$ cat src/rtl/decoder_rr_arbiter_pkg.sv
// decoder_rr_arbiter_pkg: shared widths, state encodings and round-robin pick for decoder_rr_arbiter
package decoder_rr_arbiter_pkg;
  localparam int N_REQ = 8;
  localparam int IDX_W = 3;
  localparam logic [1:0] ST_IDLE = 2'd0;
  localparam logic [1:0] ST_GRANT = 2'd1;
  localparam logic [1:0] ST_RELEASE = 2'd2;
  // Rotate req so ptr sits at bit 0, take the lowest set bit, then un-rotate by adding ptr back (wraps mod 8).
  function automatic logic [IDX_W-1:0] rr_pick(input logic [N_REQ-1:0] req, input logic [IDX_W-1:0] ptr);
    logic [2*N_REQ-1:0] dbl;
    logic [IDX_W-1:0] off;
    dbl = {req, req} >> ptr;
    off = '0;
    for (int i = N_REQ - 1; i >= 0; i--)
      if (dbl[i]) off = IDX_W'(i);
    return off + ptr;
  endfunction
endpackage

$ cat src/rtl/decoder_rr_arbiter_decoder38.sv
// decoder38: 3-to-8 one-hot decoder; a is the MSB of the code {a,b,c}, y[{a,b,c}] is the only set bit
module decoder38 (
  input  logic       a,
  input  logic       b,
  input  logic       c,
  output logic [7:0] y
);
  assign y = 8'd1 << {a, b, c};
endmodule

$ cat src/rtl/decoder_rr_arbiter.sv
// decoder_rr_arbiter: round-robin sharing of one decoder38 between 8 requesters, grants capped at MAX_HOLD cycles
//   clk, rst_n (async, active-low) | req[7:0] level requests
//   grant_valid, grant_idx[2:0], grant_onehot[7:0] (decoder output, gated) | preempt pulse | busy
module decoder_rr_arbiter
  import decoder_rr_arbiter_pkg::*;
#(
  parameter int MAX_HOLD = 16,
  parameter int HOLD_W = 4
) (
  input  logic             clk,
  input  logic             rst_n,
  input  logic [N_REQ-1:0] req,
  output logic             grant_valid,
  output logic [IDX_W-1:0] grant_idx,
  output logic [N_REQ-1:0] grant_onehot,
  output logic             preempt,
  output logic             busy
);
  logic [1:0] st;
  logic [HOLD_W-1:0] hold;
  logic [IDX_W-1:0] ptr;
  logic [N_REQ-1:0] y;
  logic expire;
  assign expire = hold == HOLD_W'(MAX_HOLD - 1);
  decoder38 u_dec (.a(grant_idx[2]), .b(grant_idx[1]), .c(grant_idx[0]), .y(y));
  assign grant_valid = st == ST_GRANT;
  assign grant_onehot = grant_valid ? y : '0;
  assign busy = st != ST_IDLE;
  // grant_idx is cleared on release so it reads 0 whenever no grant is active.
  // IDLE and RELEASE share the arbitration path; any unused encoding falls back to it as well.
  always_ff @(posedge clk or negedge rst_n) begin
    if (!rst_n) begin
      st <= ST_IDLE;
      grant_idx <= '0;
      hold <= '0;
      ptr <= '0;
      preempt <= 1'b0;
    end else begin
      preempt <= 1'b0;
      if (st == ST_GRANT) begin
        if (!req[grant_idx] || expire) begin
          st <= ST_RELEASE;
          ptr <= grant_idx + 1'b1;
          grant_idx <= '0;
          preempt <= req[grant_idx];
        end else begin
          hold <= hold + 1'b1;
        end
      end else if (|req) begin
        st <= ST_GRANT;
        grant_idx <= rr_pick(req, ptr);
        hold <= '0;
      end else begin
        st <= ST_IDLE;
      end
    end
  end
endmodule
$ cat config.mk
export PLATFORM = sky130hd
export DESIGN_NAME = decoder_rr_arbiter
export DESIGN_NICKNAME = d
export VERILOG_FILES = /design/src/rtl/decoder_rr_arbiter_pkg.sv /design/src/rtl/decoder_rr_arbiter_decoder38.sv /design/src/rtl/decoder_rr_arbiter.sv
export SDC_FILE = /design/constraint.sdc
export NUM_CORES = 1
export LEC_CHECK = 0
export CAP_MARGIN = 20
export CORE_MARGIN = 8
export CORE_UTILIZATION = 35
export CTS_CLUSTER_DIAMETER = 150
export DETAILED_ROUTE_END_ITERATION = 16
export GPL_TIMING_DRIVEN = 0
export SYNTH_ARGS = -nofsm -noshare
export SYNTH_HDL_FRONTEND = slang
export SYNTH_SLANG_ARGS = --single-unit
$ cat constraint.sdc
create_clock -name clk -period 3 [get_ports clk]
set_input_delay 0.45 -clock clk [delete_from_list [all_inputs] [get_ports clk]]
set_output_delay 0.45 -clock clk [all_outputs]
set_load 0.01 [all_outputs]
## Word-level counts from Yosys, hierarchy flattened

Cells that the tools add are included.

- Word-level logic and storage cells: 47
- Input bits: 10
- Bits in registers: 13

- $add $sub $neg: 3
- Shift operators: 2
- Reductions and logical operators: 8
- Magnitude comparators: 1
- Eq/ne operators: 4
- Mux-type cells: 24

Operator list:

| operator | number |
|---|---|
| $mux 3 | 13 |
| $shr 16x3->8 | 1 |
| $mux 4 | 3 |
| $mux 8 | 1 |
| $reduce_or 8->1 | 1 |
| $shl 1x3->8 const A | 1 |
| $reduce_and 2->1 | 3 |
| $add 4x1->4 const B | 1 |
| $eq 4x4->1 const B | 1 |
| $lt 3x4->1 const B | 1 |
| $mux 1 | 4 |
| $mux 2 | 2 |
| $reduce_bool 2->1 | 2 |
| $add 3x1->3 const B | 1 |
| $add 3x3->3 | 1 |
| $bmux 1 s3 | 1 |
| $eq 2x1->1 const B | 1 |
| $ne 2x1->1 const B | 1 |
| $ne 2x2->1 const B | 1 |
| $logic_not 1->1 | 1 |
| $logic_or 1x1->1 | 1 |

## Depth between registers and ports, before layout

Gate-level depths: netlist (run 1).

- Depth in word-level cells: 14
- Mapped depth: 13

## By module

A second synthesis (run 1) with hierarchy kept.

- Cells, all modules: 179
- Area, all modules: 1520.2 um2

Modules (own cells, without submodules):

| module | sequential area each (um2) | area an instance (um2) | times used | cells each |
|---|---|---|---|---|
| decoder_rr_arbiter | 325.3 | 1455.1 | 1 | 171 |
| decoder38 | 0.0 | 65.1 | 1 | 8 |

## Worst setup path after synthesis (run 1)

OpenSTA, ideal clock, no wires.

- Path kind: input port to flip-flop
- Start: in req[4]
- End: reg grant_idx[2]
- Arrival time: 2519 ps
- Setup slack: 386 ps
- Cell stages on the path: 13
- Path through: buf_2 > inv_1 > a21oi_1 > mux4_2 > o21ai_1 > a221o_1 > o21ai_1 > ha_1 > inv_1 > fa_1 > xor2_1 > and3_1 > o32ai_2

- Cells in the longest elaborated chain, start to end: 14

Ends and longest elaborated chain:

| element | line | RTL |
|---|---|---|
| start, declared | decoder_rr_arbiter.sv:12 | `input logic [N_REQ-1:0] req,` |
| $shr 16x3->8 | decoder_rr_arbiter_pkg.sv:12 | `dbl = {req, req} >> ptr;` |
| $mux 3 (8 in series) | decoder_rr_arbiter_pkg.sv:15 | `if (dbl[i]) off = IDX_W'(i);` |
| $mux 3 | decoder_rr_arbiter.sv:49 | `end else if (\|req) begin` |
| $mux 3 | decoder_rr_arbiter.sv:40 | `if (st == ST_GRANT) begin` |
| $add 3x3->3 | decoder_rr_arbiter_pkg.sv:16 | `return off + ptr;` |
| $mux 3 | decoder_rr_arbiter.sv:49 |  |
| $mux 3 | decoder_rr_arbiter.sv:40 |  |
| end signal, assigned | decoder_rr_arbiter.sv:51 | `grant_idx <= rr_pick(req, ptr);` |
| end, declared | decoder_rr_arbiter.sv:14 | `output logic [IDX_W-1:0] grant_idx,` |

Parallel ways exist; a longest one is shown, timed or not. The select of a mux whose other input is x is not followed.
A chain may end at the register's enable or synchronous reset.

## Final worst setup path (run 1)

- Start: in req[3]
- End: reg grant_idx[2]

The elaborated chain is that of the path after synthesis.

==> run_results.csv, run 1 <==
group,metric,value,unit
run_status,status,"finished, final reports clean",
synth,yosys.cell_types.count,47,
clock_tree,clock_sinks,13,
place,io_buffers,20,
grt,grt_usage,0.1172,
die,die_area,6019,µm²
critical_path,crit_type,"in2reg",
drt,wirelength,3527,µm
timing,worst_pin_slew,0.6072,ns
timing,fmax,0.3556,GHz
timing,final.period_utilization,0.9373,
die,dieHeight,77.59,µm
drt,route.detailed.drc,0,
die,die_w,77.59,µm
clock_tree,numCtsBuffers,3,
finish,fin_util,0.4457,
synth,yosys_warnings,0,
drt,vias_per_cell,5.459,
die,fp.coreArea,3661,µm²
drt,drtAntennaViolNets,0,
timing,setup_viol,0,
critical_path,worstPathArrival,2.96,ns
die,ioPinCount,24,
synth,synth-edff-count,0,
drt,dr.pass1.iters,4,
grt,antenna_found_initial,0,
timing,slew_headroom,0.5939,
finish,syn2layout_area_growth,22.90,%
power,vdd_drop_max,469.9,µV
synth,synth_common_cells,"a21oi_1 (14), dfrtp_1 (13), nand2_1 (12)",
drt,first_iter_violations,71,
worst_hold_path,hold_path_class,"reg2reg",
critical_path,cp_cell_sequence,"clkdlybuf4s15_1 -> inv_1 -> a21oi_1 -> mux4_2 -> o21ai_1 -> a221o_1 -> o21ai_1 -> ha_1 -> inv_1 -> fa_1 -> xor2_1 -> and3_1 -> o32ai_2",
finish,nets,201,
synth,yosysMostFrequentCell,"a21oi_1",
synth,synth-main-ff-cell,"dfrtp_1",
finish,antenna_cells,0,
finish,final_layout_size_suffix_gt1_frac,0.1381,
clock_tree,cts_setup_buffers,0,
critical_path,cpMaxStageDelayCell,"fa_1",
power,p_leak,0.7201,nW
drt,wl_per_cell,15.40,µm
place,dp_hpwl,2812,µm
clock_tree,clock_latency,0.23,ns
timing,timing.final.crit_period,2.812,ns
synth,async_flop_share,1.000,
timing,finClkSkew,0.001116,ns
drt,route.vias.total,1250,
synth,syn-instance-count,157,
synth,yosysTopAreaCellShare,0.2451,
grt,gr-total-overflow,0,
power,cellPowerDensity,954.6,nW/µm²
critical_path,cp-start-kind,"primary input",
timing,hold_violations,0,
grt,grt_max_degree,14,
synth,synth_area_per_cell,8.456,µm²
grt,grt_pass1_vias,1218,
synth,synth_seq_cells,13,
critical_path,required,3.14,ns
clock_tree,path_clk_slew,0.05,ns
timing,slew_violations,0,
die,rows,22,
grt,grt_pass1_wl,5947,µm
critical_path,critPathMaxStageDelay,0.37,ns
synth,ys_seq_area_frac,0.2451,
synth,netlist_area,1328,µm²
power,power,1.558,mW
synth,ys_top_cells_by_area,"dfrtp_1 (25%), ha_1 (7.5%), a21oi_1 (5.3%), and3_1 (4.2%), mux4_2 (3.4%)",
place,place.gp.congestion,0.8502,
timing,grt_setup_unrepaired,"false",
critical_path,endpoint_kind,"register",
synth,synth_nets,176,
clock_tree,cts_tree,"yes",
die,start_util,0.3626,
clock_tree,htree_levels,1,
synth,yosysTopAreaCell,"dfrtp_1",
critical_path,cp_max_fo,7,
clock_tree,clk_path_buf_depth,2,
job,maxCapViolCount,0,
clock_tree,cts_root_buffer,"clkbuf_8",
-- worst paths after layout --
kind	start	to	slack (ns)	cells past startpoint
worst min register to register	hold[0]$_DFFE_PN0P_	hold[0]$_DFFE_PN0P_	0.51	1
worst max-delay path	req[3]	grant_idx[2]$_DFFE_PN0P_	0.19	13
worst min-delay path	hold[0]$_DFFE_PN0P_	hold[0]$_DFFE_PN0P_	0.51	1
worst max register to register	ptr[0]$_DFFE_PN0P_	grant_idx[2]$_DFFE_PN0P_	0.24	12
min in group asynchronous	rst_n	hold[1]$_DFFE_PN0P_	0.60	1
max in group asynchronous	rst_n	ptr[2]$_DFFE_PN0P_	2.01	1
-- state kept, by name (all words and copies together), names as in the netlist --
| signal | flops |
|---|---|
| grant_idx | 3 |
| st | 2 |
| hold | 4 |
| preempt | 1 |
| ptr | 3 |
-- power by group --
group / total [mW] / internal (mW) / switching (mW)
Sequential: 0.323 / 0.247 / 0.0766
Clock: 0.149 / 0.0933 / 0.0555
Combinational: 1.09 / 0.510 / 0.576
-- cell usage in the layout (no fill, tap or decap), drive strengths merged, types with 8 or more instances in the layout --
master / n
clkdlybuf4s50: 15
a21oi: 14
dfrtp: 13
nand2: 12
inv: 12
buf: 10
and3: 9
nand3: 8
ha: 8
o21ai: 8
-- logic make-up (layout without fill, tap and decap cells) --
family,after synthesis,after routing,share of synthesized area
and+or+nand+nor,57,57,0.2243
adders and majority gates,9,9,0.09048
DFF,13,13,0.2451
muxes,8,8,0.09613
AOI/OAI and AO/OA,45,45,0.2432
buffers and inverters,24,48,0.09426
xor gates and xnor gates,1,1,0.006599
-- routing by layer --
layer | share of wire | vias to the layer above | track usage
met5 | 0 | - | 0
met4 | 0.0096 | 0 | 0.03396
met3 | 0.038 | 4 | 0.01843
met2 | 0.49 | 29 | 0.1947
met1 | 0.46 | 590 | 0.1518
li1 | - | 627 | -
-- what timing repair did --
| action | CTS | global route |
|---|---|---|
| setup endpoints to repair | 2 | 1 |
| hold endpoints to repair | 0 | 0 |
| pin swaps | 0 | 0 |
| gates resized for setup | 4 | 5 |
| hold buffers | 0 | 0 |
-- metrics by stage --
stage	worst slack [ns]	area, µm²	setup TNS (ns)	hold slack, ns	instances
final	0.1880	1632	0	0.5141	229
after global routing	0.0006584	1632	0	0.5215	229
after CTS	0.05119	1629	0	0.5165	229
after detailed placement	-0.4079	1588	-0.6449	0.5076	225
after global placement	-0.3924	1588	-0.6074	0.5014	225
after floorplan	0.3859	1328	0	0.1544	157
-- area by class of cell --
cell class	instances	area [µm²]
Buffer	12	80.08
Clock buffer	4	45.04
Fill cell	374	2029
Inverter	12	45.04
Multi-Input combinational cell	120	877.1
Sequential cell	13	325.3
Tap cell	48	60.06
Timing Repair Buffer	20	198.9
-- critical path: cells and delay by family --
family / cells / cell delay (ns)
muxes: 1 / 0.27
xor gates and xnor gates: 1 / 0.16
AOI/OAI and AO/OA: 5 / 0.83
and+or+nand+nor: 1 / 0.22
buffers and inverters: 3 / 0.46
adders and majority gates: 2 / 0.56
Note: power is estimated with default switching activity, not from simulation.
==> inputs of run 2 (changes only) <==
--- a/config.mk
+++ b/config.mk
@@ -7,10 +7,11 @@
 export LEC_CHECK = 0
 export CAP_MARGIN = 20
 export CORE_MARGIN = 8
-export CORE_UTILIZATION = 35
+export CORE_UTILIZATION = 52
 export CTS_CLUSTER_DIAMETER = 150
 export DETAILED_ROUTE_END_ITERATION = 16
 export GPL_TIMING_DRIVEN = 0
+export PLACE_DENSITY = 0.79
 export SYNTH_ARGS = -nofsm -noshare
 export SYNTH_HDL_FRONTEND = slang
 export SYNTH_SLANG_ARGS = --single-unit
==> run 2 against run 1 <==
Against the previous run:
- fmax shrank 2.2%
- die area shrank 26%
- sequential share of layout area grew 0.50 points
- total power shrank 3.1%
- critical path type unchanged
==> run_results.csv, run 2 (synthesis gave the netlist of run 1 again) <==
group,metric,value,unit
drt,route.detailed.drc,0,
clock_tree,clk_path_buf_depth,2,
finish,largest_reg_flops,4,
finish,syn2layout_area_growth,19.89,%
worst_hold_path,hold_path_class,"reg2reg",
drt,vias_per_cell,6.076,
timing,final.period_utilization,0.9588,
clock_tree,numCtsBuffers,3,
timing,finClkSkew,0.008749,ns
die,die_w,66.53,µm
grt,grt_usage,0.1641,
place,placed_cell_area,1565,µm²
finish,layout_common_cells,"clkdlybuf4s50_1 (17), a21oi_1 (14), dfrtp_1 (13), nand2_1 (12)",
drt,wl_per_cell,16.12,µm
grt,grt_max_degree,14,
die,start_util,0.5408,
timing,worst_pin_slew,0.5665,ns
clock_tree,cts_tree,"yes",
clock_tree,hold_buffers,0,
die,die_area,4426,µm²
finish,layout_commonest_cell,"clkdlybuf4s50_1",
clock_tree,clock_latency,0.28,ns
finish,reg_top3,"hold (4), grant_idx (3), ptr (3)",
drt,dr.pass1.iters,4,
critical_path,required,3.19,ns
power,cellPowerDensity,948.2,nW/µm²
finish,multi_input_area,877.1,µm²
finish,fin_area,1592,µm²
clock_tree,htree_levels,1,
critical_path,cp-start-kind,"primary input",
power,vdd_drop_max,624.8,µV
clock_tree,cts_setup_buffers,0,
critical_path,cp_max_fo,9,
critical_path,crit_type,"in2reg",
finish,fin_util,0.6483,
timing,fin_ws,0.1237,ns
place,place.gp.congestion,0.8969,
die,fp.coreArea,2455,µm²
critical_path,worstPathArrival,3.06,ns
job,maxCapViolCount,0,
drt,drtAntennaViolNets,0,
finish,seqCellArea,325.3,µm²
finish,nets,201,
clock_tree,clock_sinks,13,
drt,route.vias.total,1282,
finish,fillers,212,
clock_tree,path_clk_slew,0.07,ns
grt,grt_pass1_wl,5844,µm
die,rows,18,
grt,gr-total-overflow,0,
drt,wirelength,3401,µm
power,power,1.509,mW
power,p_leak,0.7036,nW
grt,antenna_found_initial,0,
place,io_buffers,20,
grt,grt_pass1_vias,1280,
timing,hold_violations,0,
timing,slew_headroom,0.6211,
clock_tree,cts_root_buffer,"clkbuf_4",
critical_path,endpoint_kind,"register",
timing,slew_violations,0,
die,ioPinCount,24,
run_status,status,"finished, final reports clean",
finish,top_register,"hold",
finish,antenna_cells,0,
die,dieHeight,66.53,µm
finish,layoutNonFillerInstCount,211,
timing,timing.final.crit_period,2.876,ns
place,place_worst_setup_slack,-0.3719,ns
place,dp_cells,207,
place,dp_hpwl,2645,µm
drt,first_iter_violations,88,
timing,setup_viol,0,
finish,final_layout_size_suffix_gt1_frac,0.1326,
timing,grt_setup_unrepaired,"false",
timing,fmax,0.3477,GHz
==> run 2: cell types whose count changed in the layout (fill, tap and decap cells not counted), sizes merged <==
| cell | previous run | this run |
|---|---|---|
| clkdlybuf4s50 | 15 | 17 |
| clkbuf | 7 | 6 |
| clkdlybuf4s15 | 1 | 0 |
| dlygate4sd2 | 1 | 2 |
| dlymetal6s2s | 2 | 1 |
==> run 2: area by class of cell <==
class,count,share of cell area
Timing Repair Buffer,20,0.1258
Inverter,12,0.02830
Sequential cell,13,0.2044
Buffer,12,0.05031
Clock buffer,4,0.01651
Multi-Input combinational cell,120,0.5511
Tap cell,30,0.02358
==> run 2: layer usage <==
layer | track usage | routed length, µm | up-vias
met5 | 0 | 0 | -
met4 | 0.05333 | 14 | 0
met3 | 0.02517 | 221 | 2
met2 | 0.2943 | 1759 | 49
met1 | 0.1934 | 1405 | 607
li1 | - | - | 624
==> run 2: path summary, 6_finish.rpt <==
kind                                      from                        to  slack (ns)  depth (start not counted)
max                                     req[6]  grant_idx[2]$_DFFE_PN0P_        0.12                         11
min                        hold[0]$_DFFE_PN0P_       hold[0]$_DFFE_PN0P_        0.52                          1
max reg2reg                 ptr[0]$_DFFE_PN0P_  grant_idx[2]$_DFFE_PN0P_        0.25                         12
min reg2reg                hold[0]$_DFFE_PN0P_       hold[0]$_DFFE_PN0P_        0.52                          1
max in group asynchronous                rst_n  grant_idx[2]$_DFFE_PN0P_        2.09                          1
min in group asynchronous                rst_n         st[0]$_DFFE_PN0P_        0.53                          1
==> run 2: timing repair <==
action | 4_1_cts | 5_1_grt
gates resized for setup | 2 | 2
pin swaps | 0 | 0
setup endpoints to repair | 1 | 1
==> run 2: report_power, final <==
part | total, mW | leakage, nW | internal (mW) | switching [mW]
logic | 1.07 | 0.525 | 0.508 | 0.567
clock network | 0.107 | 0.0150 | 0.0516 | 0.0556
registers | 0.327 | 0.163 | 0.246 | 0.0811
==> run 2: per-stage QoR <==
stage	TNS, ns	hold slack, ns
3_5_place_dp	-0.5845	0.5170
2_1_floorplan	0	0.1544
6_report	0	0.5196
5_1_grt	0	0.5504
4_1_cts	0	0.5288
3_3_place_gp	-0.4969	0.4912
==> run 2: worst max-delay path, stage by stage <==
cell and delay [ns]:
clkdlybuf4s50_1 0.64, mux4_2 0.29, o21ai_1 0.08, a221o_1 0.33, o21ai_1 0.12, ha_1 0.18
inv_1 0.05, fa_1 0.37, xor2_1 0.16, and3_1 0.22, o32ai_2 0.18
==> inputs of run 3 (changes only) <==
--- a/config.mk
+++ b/config.mk
@@ -7,11 +7,13 @@
 export LEC_CHECK = 0
 export CAP_MARGIN = 20
 export CORE_MARGIN = 8
-export CORE_UTILIZATION = 52
+export CORE_UTILIZATION = 55
 export CTS_CLUSTER_DIAMETER = 150
 export DETAILED_ROUTE_END_ITERATION = 16
+export DONT_BUFFER_PORTS = 1
 export GPL_TIMING_DRIVEN = 0
-export PLACE_DENSITY = 0.79
+export PLACE_DENSITY = 0.7
+export SLEW_MARGIN = 20
 export SYNTH_ARGS = -nofsm -noshare
 export SYNTH_HDL_FRONTEND = slang
 export SYNTH_SLANG_ARGS = --single-unit
==> run 3 against run 2 <==
Against the previous run:
- sequential share of layout area grew 2.8 points
- highest routed layer unchanged
- register-to-register slack is essentially flat
- worst setup slack gained 0.11 ns
- total power shrank 7.6%
- utilization shrank 6.1 points
- critical endpoint unchanged
- fmax grew 4.1%
- sequential power is essentially flat
- clock skew shrank 0.0085 ns
- worst hold slack lost 0.010 ns
- largest power group unchanged
- final cell count shrank 9.0%
==> run_results.csv, run 3 (synthesis gave the netlist of run 1 again) <==
group,metric,value,unit
critical_path,r2r_cells,12,
drt,route.vias.total,1231,
drt,wl_per_cell,17.02,µm
die,ioPinCount,24,
die,die_area,4242,µm²
timing,hold_violations,0,
grt,grt_pass1_vias,1130,
timing,worst_pin_slew,0.6161,ns
critical_path,worstPathArrival,2.96,ns
critical_path,cp_max_fo,10,
die,start_util,0.5561,
power,power,1.394,mW
grt,antenna_found_initial,0,
critical_path,cp-endpoint,"grant_idx[2]$_DFFE_PN0P_",
finish,fin_area,1401,µm²
place,placed_cell_area,1365,µm²
drt,vias_per_cell,6.411,
critical_path,startpoint,"ptr[0]$_DFFE_PN0P_",
job,maxCapViolCount,0,
drt,drtAntennaViolNets,0,
clock_tree,cts_tree,"yes",
finish,largest_reg_flops,4,
critical_path,critPathTopFamily,"compound AO/OA/AOI/OAI gates",
finish,reg_top3,"hold (4), grant_idx (3), ptr (3)",
timing,grt_setup_unrepaired,"false",
finish,multi_input_area,877.1,µm²
die,rows,18,
drt,wirelength,3267,µm
timing,setup_viol,0,
critical_path,cp-start-kind,"register",
critical_path,reg2reg_from,"ptr[0]$_DFFE_PN0P_",
power,cellPowerDensity,994.9,nW/µm²
power,vdd_drop_max,615.4,µV
drt,route.detailed.drc,0,
grt,grt_usage,0.1604,
grt,gr-total-overflow,0,
critical_path,critPathMaxStageDelay,0.45,ns
drt,dr.pass1.iters,4,
finish,syn2layout_area_growth,5.561,%
timing,timing.final.crit_period,2.763,ns
critical_path,required,3.19,ns
die,dieHeight,65.13,µm
timing,final.period_utilization,0.9210,
critical_path,timing.rr.end,"grant_idx[2]$_DFFE_PN0P_",
finish,fillers,235,
timing,fmax,0.3619,GHz
clock_tree,cts_resized,0,
run_status,status,"finished, final reports clean",
clock_tree,path_clk_slew,0.08,ns
die,fp.coreArea,2387,µm²
finish,antenna_cells,0,
critical_path,cpMaxStageDelayCell,"dfrtp_1",
clock_tree,htree_levels,1,
place,place_worst_setup_slack,0.1484,ns
die,die_w,65.13,µm
place,place.gp.congestion,0.8788,
timing,slew_violations,0,
critical_path,cp_cell_sequence,"buf_6 -> buf_4 -> mux4_2 -> o21ai_1 -> a221o_1 -> o21ai_1 -> ha_1 -> inv_1 -> fa_1 -> xor2_1 -> and3_1 -> o32ai_2",
grt,grt_max_degree,14,
clock_tree,cts_setup_buffers,0,
clock_tree,numCtsBuffers,3,
finish,seqCellArea,325.3,µm²
clock_tree,clock_latency,0.28,ns
timing,fin_setup_tns,0,ns
critical_path,rrSetupSlack,0.24,ns
timing,finClkSkew,0.0002644,ns
timing,fin_ws,0.2371,ns
critical_path,cp.depth,12,
critical_path,crit_buf_inv,3,
finish,final_layout_size_suffix_gt1_frac,0.1420,
place,io_buffers,0,
grt,grt_pass1_wl,5471,µm
finish,top_register,"hold",
finish,layout_commonest_cell,"a21oi_1",
power,p_leak,0.6232,nW
clock_tree,clock_sinks,13,
drt,first_iter_violations,110,
clock_tree,cts_root_buffer,"clkbuf_4",
worst_hold_path,hold_path_class,"reg2reg",
place,dp_hpwl,2443,µm
timing,slew_headroom,0.5879,
finish,layout_common_cells,"a21oi_1 (14), dfrtp_1 (13), nand2_1 (12), inv_1 (10), and3_1 (9)",
critical_path,endpoint_kind,"register",
finish,nets,182,
critical_path,path_common_cell,"o21ai_1",
timing,hold_ws,0.5093,ns
critical_path,crit_type,"reg2reg",
clock_tree,clk_path_buf_depth,2,
run 3: per-stage QoR:
stage	util	cells
4_1_cts	0.5870	192
3_5_place_dp	0.5718	187
3_3_place_gp	0.5718	187
5_1_grt	0.5870	192
2_1_floorplan	-	157
6_report	0.5870	192
run 3: worst reg2reg max path, stage by stage, from the launching register on:
cell	delay, ns
dfrtp_1	0.45
buf_6	0.18
buf_4	0.17
mux4_2	0.22
o21ai_1	0.07
a221o_1	0.32
o21ai_1	0.11
ha_1	0.18
inv_1	0.05
fa_1	0.36
xor2_1	0.16
and3_1	0.23
o32ai_2	0.19
run 3: cell type report:
class                           instances  area share
Multi-Input combinational cell        120      0.6259
Clock buffer                            4     0.01875
Sequential cell                        13      0.2321
Inverter                               12     0.03214
Buffer                                 12     0.05714
Timing Repair Buffer                    1    0.007143
Tap cell                               30     0.02679
run 3: timing repair:
item / CTS / global route
setup endpoints to repair: 0 / 0
hold endpoints to repair: 13 / 0
hold buffers: 1 / 0
run 3: where the power goes:
part	internal, mW	leakage (nW)	total, mW	switching, mW
clock network	0.0517	0.0150	0.113	0.0611
registers	0.246	0.163	0.326	0.0801
logic	0.409	0.445	0.956	0.547
run 3: worst min-delay path by stage:
| stage | start | to | slack [ns] | cells after the start |
|---|---|---|---|---|
| global placement | rst_n | ptr[2]$_DFFE_PN0P_ | 0.15 | 0 |
| finish | hold[0]$_DFFE_PN0P_ | hold[0]$_DFFE_PN0P_ | 0.51 | 1 |
| floorplan | rst_n | grant_idx[0]$_DFFE_PN0P_ | 0.15 | 0 |
| global route | hold[0]$_DFFE_PN0P_ | hold[0]$_DFFE_PN0P_ | 0.53 | 1 |
| detailed placement | rst_n | ptr[2]$_DFFE_PN0P_ | 0.15 | 0 |
| CTS | hold[0]$_DFFE_PN0P_ | hold[0]$_DFFE_PN0P_ | 0.52 | 1 |
run 3: per-layer routing:
metal | global-route usage | up-vias | share of wire
met5 | 0 | - | 0
met2 | 0.2571 | 35 | 0.49
met4 | 0.06812 | 0 | 0.015
met3 | 0.04252 | 4 | 0.071
li1 | - | 593 | -
met1 | 0.1990 | 599 | 0.42
